File: config.mk
export PLATFORM = sky130hd
export DESIGN_NAME = bg_row_prefetcher
export DESIGN_NICKNAME = d
export VERILOG_FILES = /design/src/rtl/bg_row_prefetcher.sv
export SDC_FILE = /design/constraint.sdc
export NUM_CORES = 2
export LEC_CHECK = 0
export BUFFER_PORTS_ARGS = -buffer_cell sky130_fd_sc_hd__buf_4
export CORE_MARGIN = 3
export CORE_UTILIZATION = 55
export DETAILED_ROUTE_END_ITERATION = 12
export PLACE_DENSITY = 0.77
export REMOVE_ABC_BUFFERS = 1
export SKIP_CTS_REPAIR_TIMING = 1
export SYNTH_ARGS = -nofsm -noshare
export SYNTH_HDL_FRONTEND = slang
export SYNTH_SLANG_ARGS = --single-unit
File: constraint.sdc
create_clock -name clk -period 8.2 [get_ports clk]
set_clock_uncertainty 0.2 [all_clocks]
set_input_delay 1.23 -clock clk [delete_from_list [all_inputs] [get_ports clk]]
set_output_delay 1.23 -clock clk [all_outputs]
set_load 0.01 [all_outputs]
File: src/rtl/bg_row_prefetcher.sv
// Background tile-map row prefetcher: pulls one map row into a back bank during
// hblank and serves tile number / in-tile offsets per pixel from the front bank.
module bg_row_prefetcher #(
    parameter int          TILES_X  = 80,
    parameter int          TILE_W   = 10,
    parameter int          TILE_H   = 10,
    parameter logic [29:0] MAP_BASE = 30'h0
) (
    input  logic        clk,
    input  logic        rst_n,
    input  logic        fetch_start,
    input  logic [15:0] fetch_line,
    input  logic        line_begin,
    input  logic [15:0] pixel,
    output logic        mem_req,
    output logic [29:0] mem_addr,
    input  logic        mem_ack,
    input  logic [31:0] mem_data,
    output logic [15:0] tile_number,
    output logic [7:0]  offset_x,
    output logic [7:0]  offset_y,
    output logic        busy,
    output logic        underrun
);
    localparam int WORDS = TILES_X / 2;
    localparam int KW    = (WORDS > 1) ? $clog2(WORDS) : 1;
    localparam int IW    = (TILES_X > 1) ? $clog2(TILES_X) : 1;
    localparam logic [KW-1:0] K_LAST = KW'(WORDS - 1);

    // EVAL is the one-cycle re-decision after a fetch_start that arrived in READY
    typedef enum logic [1:0] {IDLE, REQ, READY, EVAL} state_t;

    state_t        state_q;
    logic [KW-1:0] k_q;
    logic [15:0]   line_q, row_q, pend_line_q, active_line_q, active_row_q;
    logic          skip_q, pend_q, act_q, mem_req_q, busy_q, underrun_q;
    logic [1:0]    valid_q;
    logic [29:0]   mem_addr_q;
    logic [15:0]   bank_q [2][TILES_X];
    logic [15:0]   tile_number_q, tile_number_d;
    logic [7:0]    offset_x_q, offset_x_d, offset_y_q, offset_y_d;

    logic [15:0]   start_row, pend_row, eval_row, eval_line;
    logic          eval_go, eval_hit;

    function automatic logic [29:0] word_addr(input logic [15:0] row, input logic [KW-1:0] k);
        return MAP_BASE + 30'(row) * 30'(WORDS) + 30'(k);
    endfunction

    assign start_row = fetch_line / 16'(TILE_H);
    assign pend_row  = pend_line_q / 16'(TILE_H);

    always_comb begin
        eval_go   = 1'b0;
        eval_row  = row_q;
        eval_line = line_q;
        if (state_q == IDLE && fetch_start) begin
            eval_go   = 1'b1;
            eval_row  = start_row;
            eval_line = fetch_line;
        end else if (state_q == EVAL && !fetch_start) begin
            eval_go   = 1'b1;
        end
    end

    assign eval_hit = valid_q[act_q] && (active_row_q == eval_row);

    always_ff @(posedge clk or negedge rst_n) begin
        if (!rst_n) begin
            state_q       <= IDLE;
            k_q           <= '0;
            line_q        <= '0;
            row_q         <= '0;
            pend_line_q   <= '0;
            active_line_q <= '0;
            active_row_q  <= '0;
            skip_q        <= 1'b0;
            pend_q        <= 1'b0;
            act_q         <= 1'b0;
            valid_q       <= '0;
            mem_req_q     <= 1'b0;
            mem_addr_q    <= '0;
            busy_q        <= 1'b0;
            underrun_q    <= 1'b0;
        end else begin
            case (state_q)
                IDLE, EVAL: begin
                    if (line_begin) active_line_q <= line_q;
                    if (state_q == EVAL && fetch_start) begin
                        line_q <= fetch_line;
                        row_q  <= start_row;
                    end else if (eval_go) begin
                        line_q <= eval_line;
                        row_q  <= eval_row;
                        if (eval_hit) begin
                            state_q <= READY;
                            skip_q  <= 1'b1;
                        end else begin
                            state_q          <= REQ;
                            skip_q           <= 1'b0;
                            k_q              <= '0;
                            mem_req_q        <= 1'b1;
                            mem_addr_q       <= word_addr(eval_row, '0);
                            busy_q           <= 1'b1;
                            valid_q[!act_q]  <= 1'b0;
                        end
                    end
                end
                REQ: begin
                    if (line_begin) begin
                        underrun_q    <= 1'b1;
                        active_line_q <= line_q;
                    end
                    if (fetch_start) begin
                        pend_q      <= 1'b1;
                        pend_line_q <= fetch_line;
                    end
                    if (mem_ack) begin
                        if (pend_q || fetch_start) begin
                            // restart in place; mem_req never drops
                            pend_q     <= 1'b0;
                            k_q        <= '0;
                            line_q     <= fetch_start ? fetch_line : pend_line_q;
                            row_q      <= fetch_start ? start_row : pend_row;
                            mem_addr_q <= word_addr(fetch_start ? start_row : pend_row, '0);
                        end else if (k_q == K_LAST) begin
                            state_q         <= READY;
                            mem_req_q       <= 1'b0;
                            busy_q          <= 1'b0;
                            valid_q[!act_q] <= 1'b1;
                        end else begin
                            k_q        <= k_q + 1'b1;
                            mem_addr_q <= word_addr(row_q, k_q + 1'b1);
                        end
                    end
                end
                READY: begin
                    if (line_begin) begin
                        active_line_q <= line_q;
                        if (!skip_q) begin
                            act_q        <= !act_q;
                            active_row_q <= row_q;
                        end
                    end
                    if (fetch_start) begin
                        line_q  <= fetch_line;
                        row_q   <= start_row;
                        state_q <= EVAL;
                    end else if (line_begin) begin
                        state_q <= IDLE;
                    end
                end
                default: state_q <= IDLE;
            endcase
        end
    end

    always_ff @(posedge clk) begin
        if (state_q == REQ && mem_ack) begin
            bank_q[!act_q][IW'({k_q, 1'b0})] <= mem_data[31:16];
            bank_q[!act_q][IW'({k_q, 1'b1})] <= mem_data[15:0];
        end
    end

    always_comb begin
        tile_number_d = '0;
        if (valid_q[act_q] && ({16'd0, pixel} < 32'(TILES_X * TILE_W)))
            tile_number_d = bank_q[act_q][IW'(pixel / 16'(TILE_W))];
        offset_x_d = 8'(pixel % 16'(TILE_W));
        offset_y_d = 8'(active_line_q % 16'(TILE_H));
    end

    always_ff @(posedge clk or negedge rst_n) begin
        if (!rst_n) begin
            tile_number_q <= '0;
            offset_x_q    <= '0;
            offset_y_q    <= '0;
        end else begin
            tile_number_q <= tile_number_d;
            offset_x_q    <= offset_x_d;
            offset_y_q    <= offset_y_d;
        end
    end

    assign mem_req     = mem_req_q;
    assign mem_addr    = mem_addr_q;
    assign busy        = busy_q;
    assign underrun    = underrun_q;
    assign tile_number = tile_number_q;
    assign offset_x    = offset_x_q;
    assign offset_y    = offset_y_q;
endmodule

=== Word level (Yosys, flattened, before mapping) ===
Memories as Yosys holds them, arrays and structs flattened.
Cells that the tools add are included.

* Bits in latches: 0
* Memory bits (read-only): 0
* Memory bits (writable): 2560
* Bits in registers: 157
* Logic and storage cells: 2723
* Input port bits: 69
* Output and inout bits: 65
* Memories kept: 1

{| class="wikitable"
|+ Memories
! name !! words !! width !! rd ports !! clocked after Yosys merged registers in !! write ports !! RTL line !! RTL
|-
| bank_q || 2 || 1280 || 1 || 0 || 1 || 39 || <nowiki>logic [15:0] bank_q [2][TILES_X];</nowiki>
|}

* Multiply operators: 3
* Equality and inequality tests: 18
* Bitwise gates (word level): 1288
* Order comparisons: 9
* Shifts and indexed selects: 0
* Mux-type cells: 1356
* Reduce and logical (&&, ||, !) cells: 24
* Div/mod/pow operators: 5
* Add/sub/neg operators: 2

{| class="wikitable"
|+ Operators with widths
! cell !! count
|-
| 1280-bit two-way mux || 2
|-
| 1-bit two-way mux || 1296
|-
| 1-bit OR || 1280
|-
| 16-bit two-way mux || 21
|-
| 16-bit demux with 7-bit select || 2
|-
| 30-bit two-way mux || 6
|-
| 16-bit binary-select mux with 7-bit select || 1
|-
| 16-bit one-hot mux with 3 select lines || 2
|-
| 30-bit one-hot mux with 2 select lines || 1
|-
| 16-bit by 3-bit multiplier with 19-bit output (second input constant) || 3
|-
| 16-bit by 4-bit divider with 16-bit output (second input constant) || 3
|-
| 6-bit two-way mux || 6
|-
| 16-bit by 4-bit remainder unit with 16-bit output (second input constant) || 2
|-
| 2-bit two-way mux || 14
|-
| 8-bit greater-or-equal comparator (second input constant) || 3
|-
| 7-bit NOT with 8-bit output || 3
|-
| 22-bit by 6-bit adder with 23-bit output || 1
|-
| 16-bit equality test || 1
|-
| 16-bit by 10-bit < comparator with 1-bit output (second input constant) || 1
|-
| 8-bit by 1-bit < comparator with 1-bit output (second input constant) || 2
|-
| 2-bit inequality test (second input constant) || 8
|-
| 3-bit inequality test (second input constant) || 4
|-
| 6-bit one-hot mux with 2 select lines || 1
|-
| 6-bit AND reduction || 2
|-
| 27 further kinds || 40
|}

=== Depth between registers and ports, before layout ===
* Depth in word-level cells: 11
* Depth in mapped cells: 42
* Mapped depth without buffers: 37

=== Worst setup path before layout ===
OpenSTA, ideal clock, no wires.

* Path kind: in2reg
* Start: input port fetch_line[10]
* End: register mem_addr_q[21], in the netlist mem_addr[21]
* Buffers on the path: 4
* Cell stages on the path: 40
* Data arrival time: 8288 ps
* Slack: -422 ps
* Required time: 7866 ps
* Setup time: 134 ps
* Cells stage by stage: buf_2 -> a21oi_1 -> o21a_1 -> o221ai_1 -> a221oi_2 -> buf_2 -> mux2_2 -> o2111ai_1 -> o41a_1 -> nor3_1 -> or3_1 -> clkbuf_1 -> o31a_1 -> a32oi_1 -> and3_1 -> buf_2 -> or4_1 -> nand4b_1 -> [... 4 more ...] -> ha_1 -> a21o_1 -> a21o_1 -> a21o_1 -> a21oi_1 -> o21bai_1 -> a21oi_1 -> o21bai_1 -> a21oi_1 -> o21bai_1 -> a21oi_1 -> o21bai_1 -> a21oi_1 -> inv_1 -> a21oi_1 -> nor3_1 -> nor2_1 -> o21ai_0

* Longest elaborated chain between the ends: 7
* Elaborated cells between the ends (all ways): 15
* Those cells by class: mul (2); div (1); eq/ne (2); mux (8); reduce/logical (2)

{| class="wikitable"
|+ Ends and longest elaborated chain
! item !! RTL line !! RTL
|-
| start, declared || 12 || <nowiki>input logic [15:0] fetch_line,</nowiki>
|-
| 16-bit by 4-bit divider with 16-bit output * || 50 || <nowiki>assign start_row = fetch_line / 16'(TILE_H);</nowiki>
|-
| 16-bit two-way mux || 57 || <nowiki>if (state_q == IDLE && fetch_start) begin</nowiki>
|-
| 16-bit by 3-bit multiplier with 19-bit output || 47 || <nowiki>return MAP_BASE + 30'(row) * 30'(WORDS) + 30'(k);</nowiki>
|-
| 30-bit two-way mux || 95 || <nowiki>if (eval_hit) begin</nowiki>
|-
| 30-bit two-way mux || 92 || <nowiki>end else if (eval_go) begin</nowiki>
|-
| 30-bit two-way mux || 89 || <nowiki>if (state_q == EVAL && fetch_start) begin</nowiki>
|-
| 30-bit one-hot mux with 2 select lines || 86 || <nowiki>case (state_q)</nowiki>
|-
| end signal, assigned || 103 || <nowiki>mem_addr_q <= word_addr(eval_row, '0);</nowiki>
|-
| end signal, assigned || 125 || <nowiki>mem_addr_q <= word_addr(fetch_start ? start_row : pend_row, '0);</nowiki>
|-
| end signal, assigned || 133 || <nowiki>mem_addr_q <= word_addr(row_q, k_q + 1'b1);</nowiki>
|-
| end, declared || 38 || <nowiki>logic [29:0] mem_addr_q;</nowiki>
|}

Mark *: on every way between the ends. The rest lies on a longest branch, timed or not. The select of a mux whose other input is x is not followed.
A chain may end at the register's enable or synchronous reset.

=== Final worst setup path ===
* Start: input port fetch_line[13]
* End: register mem_addr_q[20], in the netlist mem_addr[20]

Same word-level chain as after synthesis.

==> flow_summary_export.csv <==
group,metric,value,unit
clocking,count_of_h_tree_levels_built_during_cts,5,
clocking,tritoncts_clock_tree,"yes",
timing,hold_viol_final,0,
synth,synth_edf_count,2560,
routing,total_iterations_of_the_first_detailed_routing_run,7,
worst_setup_path,critical_path_required,8.76,ns
timing,post-route-period-util,98.35,%
global_routing,globalRouteTotalUtil,30.21,%
finish,post_route_cells_drive_above_1_share,28.19,%
synth,yosysWarningCount,0,
die,die-width,477.4,um
place,post-place-ws,-0.9249,ns
synth,post_synth_main_area_contributors,"edfxtp_1 (63%), mux4_2 (6.4%), mux2_2 (6.4%)",
routing,drt_first_iter_violations,11900,
worst_setup_path,slowest_stage,"or4_4",
worst_setup_path,worst-r2r-setup-slack,0.40,ns
job,cap_viol_max_count,0,
timing,fin_setup_tns,0,ns
synth,postSynthRegisterBits,2707,
finish,final_net_count,8862,
clocking,cts.clk_slew.worst_paths,0.05,ns
timing,fin_ws,0.1356,ns
power,p_total,0.04804,W
timing,drv_slew,0,
routing,remaining_drc_errors,0,
synth,synth.avg_cell_area,14.82,um2
timing,finish_stage_setup_viols,0,
power,max-vdd-ir-drop,0.0003035,V
clocking,worst_skew_pair.late_latency,0.90,ns
timing,final.min_clock_period,8.064,ns
finish,layout.filler_cells,15220,
synth,synth_top_area_cell,"edfxtp_1",
clocking,numClockSinks,2707,
synth,gate_count_post_synth,8246,
timing,timing.fmax,0.1240,GHz
routing,wire_per_inst,29.65,um
place,dp_hpwl,209.9,mm
finish,mostFrequentLayoutCell,"edfxtp_1",
die,die_height,477.4,um
die,design.die.area,227900,um2
synth,netlist-cell-type-count,107,
synth,netlist_area,122200,um2
worst_setup_path,crit_type,"in2reg",
global_routing,gr-total-overflow,0,
die,floorplan.initialDensity,55.47,%
finish,syn_to_final_growth,14.43,%
die,floorplan.rows,172,
worst_setup_path,arrival,8.63,ns
synth,ys.flop_type,"edfxtp_1",
routing,wl,352.4,mm
synth,synth-async-reset-ratio,5.430,%
routing,detail-route-antenna-nets,0,
worst_setup_path,worst_setup_path_end_kind,"register",
timing,tightest_slew,1.317,ns
finish,layout.cells.most_common_list,"edfxtp_1 (2560), buf_4 (801), mux2_2 (689)",
routing,vias,80560,
global_routing,grt_pass1_vias,78150,
power,areal_power_density_over_the_cells,343.5,nW/um2
global_routing,antenna_violations_before_repair,19,
timing,slew_headroom,12.17,%
status,outcome,"finished clean",
clocking,cts_made_buffers,292,
place,port_buffers,126,
worst_setup_path,critPathMaxFanout,8,
global_routing,largest_net_degree_at_the_start_of_global_routing,112,
synth,seq_area_frac_synth,65.90,%
worst_setup_path,critical_path.startpoint_type,"input port",
clocking,clockBufferDepth,4,
power,total_leakage_power,47.79,nW
routing,detail_route.vias_per_cell,6.779,
global_routing,global_route_wire_length_before_repair,514.5,mm
worst_setup_path,timing.critical_path.slowest_cell_delay,0.49,ns
clocking,cts-root-buf,"clkbuf_16",
synth,netlist.area_leader.share,62.89,%
die,boundaryPins,134,
die,core,220400,um2
worst_hold_path,hold_class,"in2async",
place,gp_congestion,0.9113,
layout make-up:
type	count	area, um2	share of cell area (%)
Sequential cell	2707	80560	57.59
Multi-Input combinational cell	4761	39490	28.23
Clock buffer	360	7731	5.527
Timing Repair Buffer	847	6877	4.916
Tap cell	2958	3701	2.646
Clock inverter	138	1116	0.7979
Inverter	90	345.3	0.2469
Antenna cell	22	55.05	0.03936
worst paths after layout:
check	from	endpoint	cells past startpoint
max	fetch_line[13]	mem_addr[20]	42
min	rst_n	pend_line_q[14]	1
max reg2reg	pend_line_q[13]	mem_addr[17]	37
min reg2reg	active_line_q[0]	offset_y[0]	0
max in group asynchronous	rst_n	act_q	2
min in group clk	active_line_q[0]	offset_y[0]	0
synthesized netlist by cell type (106+ instances only):
library cell and n:
and3_1 188, a31oi_1 169, edfxtp_1 2560, nor2_1 298
mux2_2 690, nand3_1 285, dfrtp_1 147, nand2_1 622
mux2i_1 167, a311oi_1 106, o21ai_0 229, clkbuf_1 492
a21oi_1 434, mux4_2 346
power by group:
part           total [W]  switching (W)  internal [W]  leakage, nW
Combinational     0.0197         0.0117       0.00797         18.6
Clock             0.0125        0.00525       0.00723         4.32
Sequential        0.0159       0.000381        0.0155         24.8
Total             0.0480         0.0174        0.0307         47.8
cell families after synthesis:
group	after synthesis	synth area share (%)
AOI/OAI and AO/OA	1616	8.762
xor gates and xnor gates	96	0.6879
adders and majority gates	108	1.101
buffers and inverters	789	2.734
DFF	2707	65.90
muxes	1204	14.12
other	1	0.003068
and+or+nand+nor	1725	6.691
critical path: cells and delay by family:
family,cells,cell delay (ns)
AO/OA/AOI/OAI,20,3.16
AND/OR/NAND/NOR,10,2.11
adder cells (fa/ha/maj),4,0.99
buffers and inverters,6,0.74
multiplexers,1,0.27
XOR/XNOR,1,0.12
state kept, by name, summed over array words and instances (netlist names), named ones only:
name           cells
act_q              1
active_line_q     16
active_row_q      16
bank_q          2560
busy               1
k_q                6
line_q            16
mem_addr          20
offset_x           8
offset_y           8
pend_line_q       16
pend_q             1
row_q             16
skip_q             1
state_q            2
tile_number       16
underrun           1
metal layers:
metal	global-route usage, %	up-vias	share of wire (%)
met1	40.22	40470	35
met2	46.28	5434	46
met4	15.64	0	5.8
li1	-	33570	-
met5	0	-	0
met3	7.654	1090	13
stage by stage:
stage / instance area (um2) / utilization [%] / instances / hold slack [ns]
2_1_floorplan: 119300 / - / 7557 / 0.1501
3_3_place_gp: 130000 / 58.99 / 11330 / 0.1610
3_5_place_dp: 130000 / 58.99 / 11330 / 0.1730
4_1_cts: 138900 / 63.01 / 11830 / 0.1644
5_1_grt: 139800 / 63.45 / 11860 / 0.1981
6_report: 139900 / 63.47 / 11880 / 0.1618
Power figures use the tool's default switching activity.
